$ cat src/rtl/cgra_clock_gate_ctrl.sv
// Clock-gate enable controller for a CGRA: sequences OFF -> WAKE -> ON -> DRAIN -> OFF.
// en_o comes straight from a flop so it can drive a latch-based gate cell glitch-free.
module cgra_clock_gate_ctrl #(
  parameter int unsigned SETTLE_CYCLES = 2,
  parameter int unsigned DRAIN_CYCLES  = 2,
  parameter int unsigned IDLE_W        = 8
) (
  input  logic              clk_i,
  input  logic              rst_ni,
  input  logic              wake_req_i,
  output logic              wake_ack_o,
  input  logic              sleep_req_i,
  input  logic              busy_i,
  input  logic              force_en_i,
  input  logic [IDLE_W-1:0] idle_thr_i,
  output logic              en_o,
  output logic              gated_o,
  output logic [1:0]        state_o
);

  localparam int unsigned SettleW = (SETTLE_CYCLES > 1) ? $clog2(SETTLE_CYCLES) : 1;
  localparam int unsigned DrainW  = (DRAIN_CYCLES > 1) ? $clog2(DRAIN_CYCLES) : 1;

  localparam logic [SettleW-1:0] SettleLast = SettleW'(SETTLE_CYCLES - 1);
  localparam logic [SettleW-1:0] SettleOne  = SettleW'(1);
  localparam logic [DrainW-1:0]  DrainLast  = DrainW'(DRAIN_CYCLES - 1);
  localparam logic [DrainW-1:0]  DrainOne   = DrainW'(1);
  localparam logic [IDLE_W-1:0]  IdleOne    = IDLE_W'(1);

  typedef enum logic [1:0] {
    StOff   = 2'd0,
    StWake  = 2'd1,
    StOn    = 2'd2,
    StDrain = 2'd3
  } state_e;

  state_e              state_q, state_d;
  logic                en_q, en_d;
  logic                ack_q, ack_d;
  logic [SettleW-1:0]  settle_q, settle_d;
  logic [DrainW-1:0]   drain_q, drain_d;
  logic [IDLE_W-1:0]   idle_q, idle_d;

  logic keep_on;
  logic idle_cycle;
  logic idle_hit;

  assign keep_on    = wake_req_i | force_en_i;
  assign idle_cycle = ~busy_i & ~wake_req_i;
  // Exact match only, so a threshold lowered below the live count waits for the next clear.
  assign idle_hit   = (idle_thr_i != '0) && idle_cycle && (idle_q == (idle_thr_i - IdleOne));

  always_comb begin
    state_d  = state_q;
    settle_d = settle_q;
    drain_d  = drain_q;
    idle_d   = idle_q;
    ack_d    = 1'b0;

    unique case (state_q)
      StOff: begin
        if (keep_on) begin
          state_d  = StWake;
          settle_d = '0;
        end
      end
      StWake: begin
        if (settle_q == SettleLast) begin
          state_d = StOn;
          idle_d  = '0;
        end else begin
          settle_d = settle_q + SettleOne;
        end
      end
      StOn: begin
        ack_d = wake_req_i & ~ack_q;
        if (!idle_cycle) begin
          idle_d = '0;
        end else if (idle_q != '1) begin
          idle_d = idle_q + IdleOne;
        end
        if (!keep_on && !busy_i && (sleep_req_i || idle_hit)) begin
          state_d = StDrain;
          drain_d = '0;
        end
      end
      StDrain: begin
        if (keep_on || busy_i) begin
          state_d = StOn;
          idle_d  = '0;
        end else if (drain_q == DrainLast) begin
          state_d = StOff;
        end else begin
          drain_d = drain_q + DrainOne;
        end
      end
      default: state_d = StOff;
    endcase

    en_d = (state_d != StOff);
  end

  always_ff @(posedge clk_i or negedge rst_ni) begin
    if (!rst_ni) begin
      state_q  <= StOff;
      en_q     <= 1'b0;
      ack_q    <= 1'b0;
      settle_q <= '0;
      drain_q  <= '0;
      idle_q   <= '0;
    end else begin
      state_q  <= state_d;
      en_q     <= en_d;
      ack_q    <= ack_d;
      settle_q <= settle_d;
      drain_q  <= drain_d;
      idle_q   <= idle_d;
    end
  end

  assign en_o       = en_q;
  assign wake_ack_o = ack_q;
  assign gated_o    = (state_q == StOff);
  assign state_o    = state_q;

endmodule

$ cat config.mk
export PLATFORM = sky130hd
export DESIGN_NAME = cgra_clock_gate_ctrl
export DESIGN_NICKNAME = d
export VERILOG_FILES = /design/src/rtl/cgra_clock_gate_ctrl.sv
export SDC_FILE = /design/constraint.sdc
export NUM_CORES = 1
export LEC_CHECK = 0
export ABC_AREA = 1
export CORE_UTILIZATION = 35
export DETAILED_ROUTE_END_ITERATION = 12
export PLACE_DENSITY = 0.58
export SLEW_MARGIN = 5
export SYNTH_ARGS = -nofsm -noshare
export SYNTH_HDL_FRONTEND = slang
export SYNTH_SLANG_ARGS = --single-unit
$ cat constraint.sdc
create_clock -name clk_i -period 1.66 [get_ports clk_i]
set_input_delay 0.166 -clock clk_i [delete_from_list [all_inputs] [get_ports clk_i]]
set_output_delay 0.166 -clock clk_i [all_outputs]
set_load 0.1 [all_outputs]
# == After elaboration in Yosys (flattened, before gate mapping) ==
# Cells that the tools add are included.
# classes
n_addsub,4
eq_ne,11
n_mux,19
bitwise_logic,6
n_reduce_logical,17
# op_table
op,n
8-bit two-way mux,4
8-bit case mux with 3 select lines,1
2-bit two-way mux,5
"8-bit by 1-bit adder with 8-bit output, second input constant",1
8-bit equality test,1
"2-bit != test, second input constant",4
"8-bit != test, second input constant",1
2-bit case mux with 4 select lines,1
8-bit nonzero test,1
"8-bit by 1-bit subtractor with 8-bit output, second input constant",1
1-bit two-way mux,6
2-bit nonzero test,3
"2-bit equality test, second input constant",2
1-bit logical AND,4
1-bit case mux with 2 select lines,2
4-bit AND reduction,1
"3-bit != test, second input constant",1
1-bit NOT,3
3-bit AND reduction,1
3-bit nonzero test,1
"1-bit adder, second input constant",2
1-bit AND,2
"2-bit by 1-bit equality test with 1-bit output, second input constant",1
1-bit logical NOT,2
5 further kinds,6
# totals
register_bits,14
inputBits,14
wordCells,63

# == Longest topological paths before layout ==
# logic_depth
depth_word,9
depth_mapped,14
mapped_depth_nobuf,14

# == Worst setup path before layout ==
# No wires, ideal clock.
# synth_path
kind,register to register
startpoint,reg state_q[0] (netlist: state_o[0])
endpoint,reg settle_q
arrival_ps,2804
required_time_ps,1538
slack_ps,-1266
path_stages_with_launch,5
n_path_buf,0
synth_period_minus_slack_ps,2926
cell_sequence,dfrtp_1 nor2_1 o21ai_0 nand2_1 nand2_1
# synth_via
elab_chain_len,3
elab_cells_between_ends,6
cone_classes,eq/ne: 2; mux: 1; reduce/logical: 3
# synth_rtl
element,line,source
start: declaration,37,"state_e state_q, state_d;"
start signal: assignment,105,state_q <= StOff;
start signal: assignment,112,state_q <= state_d;
2-bit logical NOT (*),--,
via gated_o,17,"output logic gated_o,"
2-bit by 1-bit != test with 1-bit output (no line) or 2-bit nonzero test (tied branches),--,
2-bit AND reduction (no line),--,
end signal: assignment,115,settle_q <= settle_d;
end: declaration,40,"logic [SettleW-1:0] settle_q, settle_d;"
# Mark *: on every way through the listed nets, which the timed path passes. The rest lies on a longest branch.
# A chain may end at the register's enable or synchronous reset.

# == Worst setup path after layout ==
# layout_path
startpoint,reg idle_q[0]
endpoint,reg idle_q[6]
# layout_via
elab_chain_len,4
elab_cells_between_ends,7
cone_classes,add/sub: 1; eq/ne: 2; mux: 3; reduce/logical: 1
# layout_rtl
element,line,source
start: declaration,42,"logic [IDLE_W-1:0] idle_q, idle_d;"
start signal: assignment,117,idle_q <= idle_d;
8-bit by 1-bit adder with 8-bit output,80,idle_d = idle_q + IdleOne;
8-bit two-way mux,79,end else if (idle_q != '1) begin
8-bit two-way mux,77,if (!idle_cycle) begin
8-bit case mux with 3 select lines,60,unique case (state_q)
# Parallel ways exist; a longest one is shown, timed or not. The select of a mux whose other input is x is not followed.

==> results by group <==
Timing
  – Setup TNS: 0 ps
  – Final WS setup: just under 50 ps
  – WHS: 202 ps
  – Slew Limit Headroom: between 70% and 80%
  – F_max: 0.621 GHz
  – Slew of the pin with the lowest slew margin: around 330 ps
  – Setup Viol. Count Final: 0
  – Final Cycle Share: a little over nine tenths
  – Fin. Hold Viols: 0
  – Setup Skew: about 3.4 ps
  – RSZ-0062 raised after global routing: true
  – Tmin final: roughly 1600 ps
  – Final Max Tran Viols: 0

Setup path
  – CP Max Fanout: 5
  – Worst Setup Start Kind: flip-flop
  – Worst path required time: ~1800 ps
  – CP arrival: roughly 1800 ps
  – CP Capture Type: flip-flop
  – Worst Setup Path Type: reg2reg

Drt
  – Via-per-instance ratio: around 4.9
  – Via count: 1,131
  – DR pass1 iterations: 8
  – DRC Markers: 2
  – Wire per inst: about 11 um
  – Initial drt markers: 37
  – Post-DRT Antenna Nets: 0
  – Total routed wirelength: 2520 um

Placed design
  – Final HPWL DP: just under 2000 um
  – Port bufs: 18
  – GPL Wtd Cong: 0.841
  – Pre-CTS WS: -223 ps

Global routing
  – Grt total ovfl: 0
  – Global-route wire length before repair: around 4400 um
  – Number of global-route vias before repair: approximately 1,100
  – Tot GR Track Use: 17.1%
  – Largest net degree at the start of global routing: 15
  – Initial antenna violation count: 0

Logic synthesis
  – Syn Nets: approximately 170
  – Post-Syn Area: 1050 sq um
  – Post-synth top area share: 33.5%
  – Yosys warns: 0
  – Yosys top cell by area: dfrtp_1
  – Post-synthesis sequential area ratio: 33.5%
  – FF+latch count, synth: 14
  – Synth top area cells: dfrtp_1 33%, nand2_1 14%, nand3_1 9.6%, inv_1 9.0%, nor2_1 7.2%
  – Syn avg cell area: about 6.7 sq um
  – Cells after Synth: about 160
  – Post-synth cell types: 21

Pwr
  – PwrDens: between 500 and 600 nW/um^2
  – Total leakage power: about 0.76 nW
  – Max rail drop VDD: roughly 0.00046 V

Clock tree
  – CTS Buffer Depth: 2
  – Clock sinks: 14
  – H-tree Lvls: 1
  – CTS root buf: clkbuf_4
  – Clock transition at the registers of the reported paths: about 90 ps
  – Hold_buf cts: 0
  – CTS Buf Count: 3
  – Clk Latency, worst-skew pair: 270 ps
  – TritonCTS clock tree: done

Final layout
  – Most used cells in the layout excluding fill and tap cells: 39 x nand2_1, 23 x inv_1, 20 x nand3_1, 19 x nor2_1, 19 x buf_4
  – Fillers: ~270
  – Area delta synth->final: 49.9%
  – Antenna cells: 0
  – Post-layout nets: around 220
  – Fraction of layout cells with a size suffix above 1: about 27%
  – Most common cell after layout, fill and taps aside: nand2_1
  – Fin util: between 50% and 60%

Floorplan
  – Row cnt: 19
  – Die footprint: approximately 3200 sq um
  – Core footprint: approximately 2800 sq um
  – # IOs: 19
  – Starting Density: 37.3%
  – Die Span Y: about 57 um
  – Die width: about 57 um

Min path
  – Worst hold-check path type: in2async

Status
  – Run status: finished, violations left
  – Failing checks: design-rule violations

Job
  – Max Cap Viol: 0
-- area by class of cell --
| cell class | instances | area (sq um) | share of cell area [%] |
|---|---|---|---|
| multi-input cells | 115 | 636 | 40.5 |
| flip-flops and latches | 14 | 358 | 22.8 |
| inverters | 27 | 106 | 6.77 |
| repair buffers | 39 | 395 | 25.2 |
| clock buffers | 4 | 36.3 | 2.31 |
| well taps | 31 | 38.8 | 2.47 |
-- kinds of logic (layout without fill, tap and decap cells) --
| kind of cell | count (synthesis) | count (layout) | share of synthesized area [%] |
|---|---|---|---|
| xor gates and xnor gates | 5 | 5 | 4.18 |
| adders and majority gates | 2 | 2 | 2.39 |
| buffers and inverters | 28 | 70 | 11.2 |
| DFF | 14 | 14 | 33.5 |
| AOI/OAI and AO/OA | 14 | 14 | 7.05 |
| and+or+nand+nor | 94 | 94 | 41.7 |
-- metrics by stage --
| step | power, W | cell area (sq um) | instances |
|---|---|---|---|
| finish | 0.000936 | 1570 | 230 |
| global route | 0.00100 | 1570 | 230 |
| CTS | 0.000935 | 1480 | 226 |
| detailed placement | 0.000684 | 1450 | 222 |
| global placement | 0.000681 | 1450 | 222 |
| floorplan | 0.000550 | 1060 | 157 |
-- sequential cells by signal (all words and copies together) (netlist names) --
signal	flops
idle_q	8
settle_q	1
state_o	2
wake_ack_o	1
drain_q	1
en_o	1
-- Yosys cell counts (all sizes together) --
cell / instances
a21oi: 8
buf: 1
clkinv: 1
dfrtp: 14
ha: 2
inv: 26
nand2: 41
nand3: 21
nand4: 4
nor2: 26
nor3: 1
nor3b: 1
o21ai: 6
xnor2: 3
xor2: 2
-- power breakdown --
part	internal (W)	switching [W]
sequential	0.000368	0.0000262
combinational	0.000132	0.000165
clock	0.000133	0.000112
total	0.000633	0.000303
-- timing repair --
action,CTS,global route
setup buffers,0,4
endpoints found under the setup margin,1,10
pin swaps,1,4
resized for setup,0,15
-- worst max-delay path, cell delays in order (launching register included) --
cell and delay (ps):
dfrtp_1 390, ha_2 200, nand2_2 60, inv_2 70, nand4_1 170, o21ai_4 270
buf_4 150, o21ai_1 50, nor3b_2 150
-- routing by layer --
| layer | global-route usage [%] | part of all wire [%] |
|---|---|---|
| met3 | 3.46 | 5.4 |
| met5 | 0 | 0 |
| met1 | 19.5 | 44 |
| met2 | 30.4 | 50 |
| met4 | 7.50 | 1.0 |
-- final timing paths --
check,cells past startpoint,to,slack [ps],from
setup / recovery,8,idle_q[6],50,idle_q[0]
hold / removal,2,wake_ack_o,200,rst_ni
setup reg to reg,8,idle_q[6],50,idle_q[0]
hold reg to reg,1,wake_ack_o,490,wake_ack_o
max in group asynchronous,2,state_o[0],1270,rst_ni
min in group clk_i,1,wake_ack_o,490,wake_ack_o
No activity file was read; power rests on OpenSTA's default activity.
